[config.mk]
export PLATFORM = sky130hd
export DESIGN_NAME = cpu_fetch_decode
export DESIGN_NICKNAME = d
export VERILOG_FILES = /design/src/rtl/cpu_fetch_decode_pkg.sv /design/src/rtl/cpu_fetch_decode_instr_decoder.sv /design/src/rtl/cpu_fetch_decode.sv
export SDC_FILE = /design/constraint.sdc
export NUM_CORES = 1
export LEC_CHECK = 0
export CAP_MARGIN = 25
export CORE_MARGIN = 4
export CORE_UTILIZATION = 47
export DETAILED_ROUTE_END_ITERATION = 8
export GPL_TIMING_DRIVEN = 0
export PLACE_DENSITY = 0.87
export SLEW_MARGIN = 20
export SYNTH_ARGS = -nofsm -noshare
export SYNTH_HDL_FRONTEND = slang
export SYNTH_SLANG_ARGS = --single-unit
[constraint.sdc]
create_clock -name clk -period 2.1 [get_ports clk]
set_input_delay 0.21 -clock clk [delete_from_list [all_inputs] [get_ports clk]]
set_output_delay 0.21 -clock clk [all_outputs]
set_load 0.005 [all_outputs]
[src/rtl/cpu_fetch_decode_pkg.sv]
// Shared picoMIPS configuration: field widths, instruction layout, opcode and ALU-function encodings.
package cpu_fetch_decode_pkg;

  localparam int N      = 8;
  localparam int O_SIZE = 4;
  localparam int R_SIZE = 4;
  localparam int P_SIZE = 5;
  localparam int A_SIZE = 2;
  localparam int I_SIZE = O_SIZE + 2 * R_SIZE + N;

  // Instruction layout, MSB first: opcode | rd | rs | imm
  localparam int OP_MSB  = I_SIZE - 1;
  localparam int RD_MSB  = OP_MSB - O_SIZE;
  localparam int RS_MSB  = RD_MSB - R_SIZE;
  localparam int IMM_MSB = RS_MSB - R_SIZE;

  typedef enum logic [O_SIZE-1:0] {
    NOP  = 4'd0,
    LDI  = 4'd1,
    ADD  = 4'd2,
    ADDI = 4'd3,
    MUL  = 4'd4
  } opCode_t;

  typedef enum logic [A_SIZE-1:0] {
    ALU_A   = 2'd0,
    ALU_B   = 2'd1,
    ALU_ADD = 2'd2,
    ALU_MUL = 2'd3
  } aluFunc_t;

  function automatic logic op_legal(input logic [O_SIZE-1:0] op);
    return (op <= O_SIZE'(MUL));
  endfunction

endpackage

[src/rtl/cpu_fetch_decode_instr_decoder.sv]
// Combinational decode of the instruction register into the ALU / register-file control set.
module cpu_fetch_decode_instr_decoder
  import cpu_fetch_decode_pkg::*;
(
  input  logic [I_SIZE-1:0] ir,
  input  logic              issue,
  input  logic              mul2,
  output logic [A_SIZE-1:0] alu_func,
  output logic [R_SIZE-1:0] rd_addr,
  output logic [R_SIZE-1:0] rs_addr,
  output logic [N-1:0]      imm,
  output logic              imm_sel,
  output logic              reg_we
);

  logic [O_SIZE-1:0] op;

  assign op      = ir[OP_MSB -: O_SIZE];
  assign rd_addr = ir[RD_MSB -: R_SIZE];
  assign rs_addr = ir[RS_MSB -: R_SIZE];
  assign imm     = ir[IMM_MSB -: N];

  // Undefined opcodes fall through to the NOP defaults.
  always_comb begin
    alu_func = ALU_A;
    imm_sel  = 1'b0;
    reg_we   = 1'b0;
    case (op)
      LDI: begin
        alu_func = ALU_B;
        imm_sel  = 1'b1;
        reg_we   = issue;
      end
      ADD: begin
        alu_func = ALU_ADD;
        reg_we   = issue;
      end
      ADDI: begin
        alu_func = ALU_ADD;
        imm_sel  = 1'b1;
        reg_we   = issue;
      end
      MUL: begin
        alu_func = ALU_MUL;
        reg_we   = issue & mul2;
      end
      default: begin
        alu_func = ALU_A;
      end
    endcase
  end

endmodule

[src/rtl/cpu_fetch_decode.sv]
// picoMIPS front end: PC, synchronous-ROM fetch, instruction register and FETCH/EXEC/MUL2 sequencing.
module cpu_fetch_decode
  import cpu_fetch_decode_pkg::*;
(
  input  logic              clk,
  input  logic              reset,
  input  logic              run,
  output logic [P_SIZE-1:0] pmem_addr,
  input  logic [I_SIZE-1:0] pmem_data,
  output logic [A_SIZE-1:0] alu_func,
  output logic [R_SIZE-1:0] rd_addr,
  output logic [R_SIZE-1:0] rs_addr,
  output logic [N-1:0]      imm,
  output logic              imm_sel,
  output logic              reg_we,
  output logic              illegal
);

  typedef enum logic [1:0] {
    FETCH = 2'd0,
    EXEC  = 2'd1,
    MUL2  = 2'd2
  } state_t;

  state_t            state;
  logic [P_SIZE-1:0] pc;
  logic [I_SIZE-1:0] ir;
  logic [O_SIZE-1:0] op;
  logic              issue;
  logic              in_mul2;

  assign pmem_addr = pc;
  assign op        = ir[OP_MSB -: O_SIZE];
  assign issue     = (state == EXEC) || (state == MUL2);
  assign in_mul2   = (state == MUL2);

  // PC only moves on the way out of EXEC/MUL2, so the ROM address is stable through FETCH.
  always_ff @(posedge clk or posedge reset) begin
    if (reset) begin
      state   <= FETCH;
      pc      <= '0;
      ir      <= '0;
      illegal <= 1'b0;
    end else begin
      case (state)
        FETCH: begin
          if (run) begin
            ir    <= pmem_data;
            state <= EXEC;
          end
        end
        EXEC: begin
          if (op == O_SIZE'(MUL)) begin
            state <= MUL2;
          end else begin
            state <= FETCH;
            pc    <= pc + P_SIZE'(1);
            if (!op_legal(op)) begin
              illegal <= 1'b1;
            end
          end
        end
        MUL2: begin
          state <= FETCH;
          pc    <= pc + P_SIZE'(1);
        end
        default: begin
          state <= FETCH;
        end
      endcase
    end
  end

  cpu_fetch_decode_instr_decoder u_dec (
    .ir       (ir),
    .issue    (issue),
    .mul2     (in_mul2),
    .alu_func (alu_func),
    .rd_addr  (rd_addr),
    .rs_addr  (rs_addr),
    .imm      (imm),
    .imm_sel  (imm_sel),
    .reg_we   (reg_we)
  );

endmodule
* Word level (Yosys, flattened, before mapping) *
Index checks and enable logic that the tools add are counted.
W data, S select, Z words.

operators by class
  $add $sub $neg = 1
  multiply operators = 0
  divide/modulo/power cells = 0
  magnitude comparators = 1
  equal/unequal tests = 8
  shifts and indexed selects = 0
  muxes and demuxes = 8
  bitwise operators = 3
  reductions and logical operators = 9

operator list
  operator               number
  $pmux W5 S2            1
  $eq A4 B2 Y1 const B   2
  $pmux W2 S3            1
  $add A5 B1 Y5 const B  1
  $mux W5                1
  $eq A4 B1 Y1 const B   1
  $eq A4 B3 Y1 const B   1
  $le A4 B3 Y1 const B   1
  $mux W2                2
  $ne A2 B2 Y1 const B   2
  $pmux W2 S2            1
  $reduce_and A2 Y1      2
  $reduce_or A2 Y1       2
  $reduce_and A3 Y1      1
  $reduce_or A3 Y1       1
  $eq A2 B1 Y1 const B   1
  $eq A2 B2 Y1 const B   1
  $logic_not A2 Y1       1
  $not A1 Y1             2
  $pmux W1 S2            1
  $reduce_bool A2 Y1     1
  $and A1 B1 Y1          1
  $logic_or A1 B1 Y1     1
  $mux W1                1

word-level totals
  register bits = 28
  bits in latches = 0
  memory bits (writable) = 0
  bits in read-only memories = 0
  bits of input ports = 23
  output and inout port bits = 26
  word-level logic and storage cells = 34
  memories = 0

* Logic depth before layout (Yosys ltp) *
Gate-level depths: netlist of run 1.

  depth after elaboration = 4
  depth in mapped cells = 6
  mapped depth without buffers = 6

* Cells and area by module *
Synthesis of run 1 repeated with hierarchy kept, for this count alone.

unflattened totals
  cells, all modules = 104
  area, all modules = 1355.0 um^2

modules (own cells, without submodules)
  module                          times used  cells an instance  area an instance (um^2)  sequential area each (um^2)
  cpu_fetch_decode                1           78                 1159.9                   700.7
  cpu_fetch_decode_instr_decoder  1           26                 195.2                    0.0

* Worst setup path before layout of run 1 *
Ideal clock, no wire load.

  kind = reg-to-reg
  start point = register state[1]
  end point = register pc[1] (netlist: pmem_addr[1])
  library setup time = 0.125 ns
  arrival time = 1.288 ns
  required time = 1.975 ns
  setup slack = 0.687 ns
  stages on the path, launching flop included = 6
  path buffers = 0
  clock period less this slack = 1.413 ns
  cells stage by stage = dfrtp_1 inv_1 ha_1 nor2_1 a31oi_4 mux2_2

between the ends
  word-level cells in the longest chain between the ends = 3
  elaborated cells on any way between the ends = 6
  classes of those cells = eq/ne: 3; mux: 1; reduce/logical: 2

RTL lines
  what                                                                 line                    RTL
  start: declaration                                                   cpu_fetch_decode.sv:25  state_t state;
  start signal: assignment                                             cpu_fetch_decode.sv:40  state <= FETCH;
  start signal: assignment                                             cpu_fetch_decode.sv:49  state <= EXEC;
  start signal: assignment                                             cpu_fetch_decode.sv:54  state <= MUL2;
  $eq A2 B1 Y1 / $eq A2 B2 Y1 (equally long branches)                  cpu_fetch_decode.sv:45  case (state)
  $ne A2 B2 Y1 (no line) / $reduce_bool A2 Y1 (equally long branches)  --
  $reduce_and A2 Y1 (no line)                                          --
  end signal: assignment                                               cpu_fetch_decode.sv:57  pc <= pc + P_SIZE'(1);
  end signal: assignment                                               cpu_fetch_decode.sv:65  pc <= pc + P_SIZE'(1);
  end: declaration                                                     cpu_fetch_decode.sv:26  logic [P_SIZE-1:0] pc;

Parallel ways exist; a longest one is shown, timed or not.
A chain may end at the register's enable or synchronous reset.

* Final worst setup path of run 1 *
  start point = register ir[17]
  end point = output port alu_func[1]

between the ends
  word-level cells in the longest chain between the ends = 3
  elaborated cells on any way between the ends = 6
  classes of those cells = eq/ne: 4; mux: 1; reduce/logical: 1

RTL lines
  what                        line                                  RTL
  start: declaration          cpu_fetch_decode.sv:27                logic [I_SIZE-1:0] ir;
  start signal: assignment    cpu_fetch_decode.sv:48                ir <= pmem_data;
  $eq A4 B2 Y1                cpu_fetch_decode_instr_decoder.sv:28  case (op)
  $reduce_or A2 Y1 (no line)  --
  $pmux W2 S3 (*)             cpu_fetch_decode_instr_decoder.sv:28
  end: declaration            cpu_fetch_decode.sv:10                output logic [A_SIZE-1:0] alu_func,

Every way passes the cells marked *; elsewhere a longest branch is shown, timed or not.

==> results of run 1 <==
-- final cells by class --
type,count,area share (%)
repair buffers,50,26.06
well taps,31,2.045
multi-input cells,52,25.73
flip-flops and latches,28,36.94
inverters,3,0.5937
plain buffers,19,7.454
clock buffers,3,1.187
-- cells in the final DEF, fill, tap and decap left out, types with 2 or more instances in the layout --
master / n
clkdlybuf4s50_1: 47
dfrtp_1: 28
mux2_2: 21
buf_4: 18
xnor2_1: 4
ha_1: 4
nor2_1: 3
nand4_1: 3
clkbuf_4: 3
nand2_1: 2
buf_2: 2
inv_1: 2
nor3b_1: 2
nand2b_1: 2
o21ai_0: 2
-- registers in the layout, indices dropped and copies added (netlist names) --
signal,cells
ir,20
state,2
pmem_addr,5
illegal,1
-- logic make-up after synthesis --
logic type      count (synthesis)
xor+xnor                        5
flops                          28
compound gates                  6
buf+inv                        22
simple gates                   15
mux                            22
fa+ha+maj                       4
-- final timing paths --
path | end | slack (ns) | depth (start not counted)
setup / recovery | alu_func[1] | 0.17 | 4
hold / removal | ir[13]$_DFFE_PP0P_ | 0.26 | 2
setup reg to reg | pmem_addr[1]$_DFFE_PP0P_ | 0.57 | 5
hold reg to reg | illegal$_DFFE_PP0P_ | 0.47 | 1
max in group asynchronous | ir[19]$_DFFE_PP0P_ | 1.47 | 2
min in group clk | illegal$_DFFE_PP0P_ | 0.47 | 1
-- worst max-delay path, delay by kind of cell (launching register included) --
kind / cells / cell delay [ns]
buffers and inverters: 1 / 0.51
flip-flops: 1 / 0.47
AND/OR/NAND/NOR: 2 / 0.32
multiplexers: 1 / 0.11
-- metal layers --
| layer | global-route usage, % | part of all wire [%] | vias to the layer above |
|---|---|---|---|
| met5 | 0 | 0 | - |
| met4 | 3.715 | 0.54 | 0 |
| met3 | 5.660 | 11 | 2 |
| met2 | 27.04 | 53 | 38 |
| met1 | 15.23 | 35 | 420 |
| li1 | - | - | 433 |
-- repair_timing --
item | CTS | global route
buffers inserted | 2 | 0
resized for setup | 1 | 1
endpoints found under the setup margin | 1 | 1
-- power breakdown --
part / total (W) / switching [W] / internal [W]
Sequential: 0.000995 / 0.000197 / 0.000798
Clock: 0.000211 / 0.000144 / 0.0000670
Combinational: 0.00148 / 0.000470 / 0.00101
-- through the flow --
step	std cells	hold slack, ns	utilization, %	worst slack (ns)	area, um^2
after global routing	186	0.2820	69.38	0.06004	1897
after detailed placement	181	0.4463	67.87	0.3309	1856
after global placement	181	0.4472	67.87	0.3587	1856
final	186	0.2584	69.38	0.1673	1897
after CTS	186	0.4754	69.20	0.07577	1892
after floorplan	102	0.2754	-	0.6875	1336
==> metrics.txt, run 1 <==
outcome completed; global-route wire length before repair 4.036 mm; Final nets 184; CP arrival 1.72 ns; Hold Crit Class in -> async; storage element area 700.7 um^2; RSZ-0062 raised after global routing no; clock skew 0.002153 ns; Root Buffer Master clkbuf_4; Worst-path clk slew 0.14 ns; Final Cycle Share 92.03%; adder-cell share of the synthesized area 3.745%; CTS tree done; die width 61.32 um; FP Rows 19; Final Hold Fails 0; DR vias 893; Max-slew headroom 61.70%; Worst R2R Start state[1]$_DFFE_PP0P_; wire length per cell 13.96 um; Critical path origin ir[17]$_DFFE_PP0P_; kind of critical path reg -> out; port buffer count 48; Ys Warns 0; largest area contributor in the netlist dfrtp_1; CTS buffer count 3; Synth Area per Inst 13.10 um^2; total grt overflow 0; Via-to-Cell Ratio 4.801; Async SR Flop Fraction 100.0%; GPL Wtd Cong 0.8186; post-synthesis sequential area ratio 52.43%; slowest CP cell clkdlybuf4s50_1; Synth Instances 102; Commonest cells post-synth dfrtp_1 (28), mux2_2 (21), buf_4 (16), ha_1 (4), xnor2_1 (4); crit path launch type flip-flop; drt total wl 2.597 mm; effective utilization at floorplan 48.88%; drt drc 0; initial antenna violation count 0; Clock Tree Buf Depth 2; Post-synth EDFFs 0; Die Height 61.32 um; TNS Setup 0 ns; largest family of logic cells by synthesized area multiplexers; area of the core 0.002734 mm^2; TritonRoute pass-1 iters 4; Multi-input gate area 488.0 um^2; Synth Flop Type dfrtp_1; final setup fails 0; die area 0.003760 mm^2; Synth Area in Compound Gates 3.933%; number of clock sinks 28; I/O pin count 49; fmax 517.4 MHz; n_diodes 0; initial detailed-routing violation count 13; Largest stage delay, worst path 0.51 ns; placed wire-length estimate 2.120 mm; Leakage 0.8166 nW; share of the synthesized area in the top cell type 52.43%; total power 0.002686 W; post-synthesis register bit count 28; Min Clock Period, post-route 1.933 ns; Worst Max-Slew Pin Slew 0.5736 ns; Worst-Skew Late Latency 0.31 ns; Worst IR Drop VDD 0.9711 mV; DRT antenna net count 0; mapped cell area 0.001336 mm^2; CP max FO 5; H-tree depth 1; FILL cells 228; share of cells above drive strength 1 31.61%; # Max-Cap Violations 0; most common cell in the synthesized netlist dfrtp_1; largest net degree at the start of global routing 29; all-layer global routing usage 14.56%; CP Cell Sequence nor2_4 > mux2i_1 > nor2_1 > clkdlybuf4s50_1; area grow syn2layout 41.95%; Crit path required time 1.89 ns; top cells by area, synth dfrtp_1 (52%), mux2_2 (18%), buf_4 (9.0%), ha_1 (3.7%), xnor2_1 (2.6%); XOR/XNOR Fraction of Synth Area 3.277%; PD cells 1416 mW/mm^2; syn nets 129; hold buffer count at cts 0; fin. max-slew vios 0; synth unique cells 23; Post-Synth Simple-Gate Area 6.742%; vias in the first global route 918; crit end category output port; mux cell area share after synthesis 18.45%
(Power assumes the default switching activity.)
==> inputs of run 2 (changes only) <==
--- a/config.mk
+++ b/config.mk
@@ -5,7 +5,7 @@
 export SDC_FILE = /design/constraint.sdc
 export NUM_CORES = 1
 export LEC_CHECK = 0
-export CAP_MARGIN = 25
+export CAP_MARGIN = 30
 export CORE_MARGIN = 4
 export CORE_UTILIZATION = 47
 export DETAILED_ROUTE_END_ITERATION = 8
==> run 2 against run 1 <==
Against the previous run:
- register-to-register slack is essentially flat
- design area grew 0.79%
- wire length grew 0.31%
- critical endpoint unchanged
- global-route usage rose by 0.062 points
- sequential cell count unchanged
- cell count is 0.54% higher
- combinational power about the same
- non-clock buffer count increased by 1
- via count increased by 3.5%
- critical path type unchanged
==> metrics.txt, run 2 (synthesis gave the netlist of run 1 again) <==
outcome completed; DR vias 924 (+3.5%); final setup fails 0 (unchanged); wire length per cell 13.93 um (-0.23%); hold buffer count at cts 0 (unchanged); Worst Max-Slew Pin Slew 0.3781 ns (-0.1956 ns); CTS buffer count 3 (unchanged); Root Buffer Master clkbuf_4; Worst R2R Path Depth 5 (unchanged); Final Cycle Share 91.38% (-0.65 points); # Max-Cap Violations 0 (unchanged); fin. max-slew vios 0 (unchanged); GPL Wtd Cong 0.8186 (unchanged); kind of critical path reg -> out; fmax 521.1 MHz (+0.71%); final hold slack 0.1557 ns (-0.1027 ns); Final nets 185 (+0.54%); port buffer count 48 (unchanged); Clock Tree Buf Depth 2 (unchanged); TNS Setup 0 ns (unchanged); Via-to-Cell Ratio 4.941 (+2.9%); Crit path required time 1.89 ns (about the same); Biggest register ir; DRT antenna net count 0 (unchanged); initial detailed-routing violation count 13 (unchanged); max reg flops 20 (unchanged); RSZ-0062 raised after global routing no; FP Rows 19 (unchanged); utilization after layout 69.93% (+0.55 points); placed wire-length estimate 2.125 mm (+0.22%); die width 61.32 um (unchanged); CP arrival 1.71 ns (about the same); Min Clock Period, post-route 1.919 ns (-0.01360 ns); n_diodes 0 (unchanged); crit end category output port; initial antenna violation count 0 (unchanged); Worst IR Drop VDD 0.9702 mV (about the same); crit path launch type flip-flop; most common cell after layout, fill and taps aside clkdlybuf4s50_1; Leakage 0.8251 nW (+1.0%); clock skew 0.003954 ns (+0.001801 ns); Final Hold Fails 0 (unchanged); Worst-path clk slew 0.14 ns (about the same); Max-slew headroom 74.77% (+13 points); CTS tree done; vias in the first global route 953 (+3.8%); global-route wire length before repair 4.084 mm (+1.2%); TritonRoute pass-1 iters 4 (unchanged); area grow syn2layout 43.07%; die area 0.003760 mm^2 (unchanged); Die Height 61.32 um (unchanged); drt total wl 2.605 mm (+0.31%); most frequent cells in the layout clkdlybuf4s50_1 (47), dfrtp_1 (28), mux2_2 (21); FF-to-FF End pmem_addr[1]$_DFFE_PP0P_; H-tree depth 1 (unchanged); Worst R2R Start state[1]$_DFFE_PP0P_; number of clock sinks 28 (unchanged); Worst-Skew Late Latency 0.31 ns (about the same); PD cells 1407 mW/mm^2 (-0.67%); area of the core 0.002734 mm^2 (unchanged); drt drc 0 (unchanged); share of cells above drive strength 1 31.41% (-0.20 points); r2r setup slk 0.57 ns (about the same); all-layer global routing usage 14.62% (+0.062 points); effective utilization at floorplan 48.88% (unchanged); total grt overflow 0 (unchanged); CP max FO 5 (unchanged); largest net degree at the start of global routing 21 (-28%); Hold Crit Class in -> async; I/O pin count 49 (unchanged)
-- run 2: changes by cell type in the layout (fill, tap and decap cells not counted) --
cell,before,now
inv_2,1,0
inv_1,2,3
buf_8,0,1
-- run 2: per-stage QoR --
stage	instances	power, W	cell area, um^2	worst slack [ns]
2_1_floorplan	102	0.001810	1336	0.6875
3_3_place_gp	181	0.002412	1856	0.3587
3_5_place_dp	182	0.002487	1871	0.3258
4_1_cts	187	0.002715	1907	0.08134
5_1_grt	187	0.002897	1912	0.05216
6_report	187	0.002689	1912	0.1809
-- run 2: final cells by class --
type / count / area [um^2]
plain buffers: 19 / 141.4
clock buffers: 3 / 22.52
fillers: 218 / 822.0
inverters: 3 / 11.26
multi-input cells: 52 / 488.0
flip-flops and latches: 28 / 700.7
well taps: 31 / 38.79
repair buffers: 51 / 509.2
-- run 2: worst max-delay path by stage --
stage	from	to	slack, ns	depth (start not counted)
floorplan	state[1]$_DFFE_PP0P_	pmem_addr[1]$_DFFE_PP0P_	0.69	5
global placement	state[0]$_DFFE_PP0P_	reg_we	0.36	6
detailed placement	state[0]$_DFFE_PP0P_	reg_we	0.33	6
CTS	ir[17]$_DFFE_PP0P_	alu_func[1]	0.08	4
global route	state[1]$_DFFE_PP0P_	reg_we	0.05	6
finish	ir[17]$_DFFE_PP0P_	alu_func[1]	0.18	4
-- run 2: power by group --
part | switching, W | total [W] | internal [W]
Clock | 0.000145 | 0.000212 | 0.0000669
Combinational | 0.000467 | 0.00148 | 0.00101
Sequential | 0.000199 | 0.000998 | 0.000798
Total | 0.000812 | 0.00269 | 0.00188
-- run 2: metal layers --
metal / track usage [%] / wire, um / vias up
li1: - / - / 436
met1: 16.73 / 991 / 448
met2: 26.28 / 1337 / 38
met3: 4.822 / 262 / 2
met4: 3.406 / 14 / 0
met5: 0 / 0 / -
-- run 2: critical path: stages (launching register included) --
cell and delay [ns]:
dfrtp_1 0.47, nor2_4 0.21, mux2i_1 0.11, nor2_1 0.10, clkdlybuf4s50_1 0.51
-- run 2: timing repair --
action                                  in CTS  in global routing
buffers inserted                             2                  0
gates resized for setup                      1                  1
endpoints found under the setup margin       1                  1
==> inputs of run 3 (changes only) <==
--- a/config.mk
+++ b/config.mk
@@ -5,7 +5,7 @@
 export SDC_FILE = /design/constraint.sdc
 export NUM_CORES = 1
 export LEC_CHECK = 0
-export CAP_MARGIN = 30
+export CAP_MARGIN = 20
 export CORE_MARGIN = 4
 export CORE_UTILIZATION = 47
 export DETAILED_ROUTE_END_ITERATION = 8
==> results of run 3 <==
Final layout, timing and power as in run 1 (identical DEF).
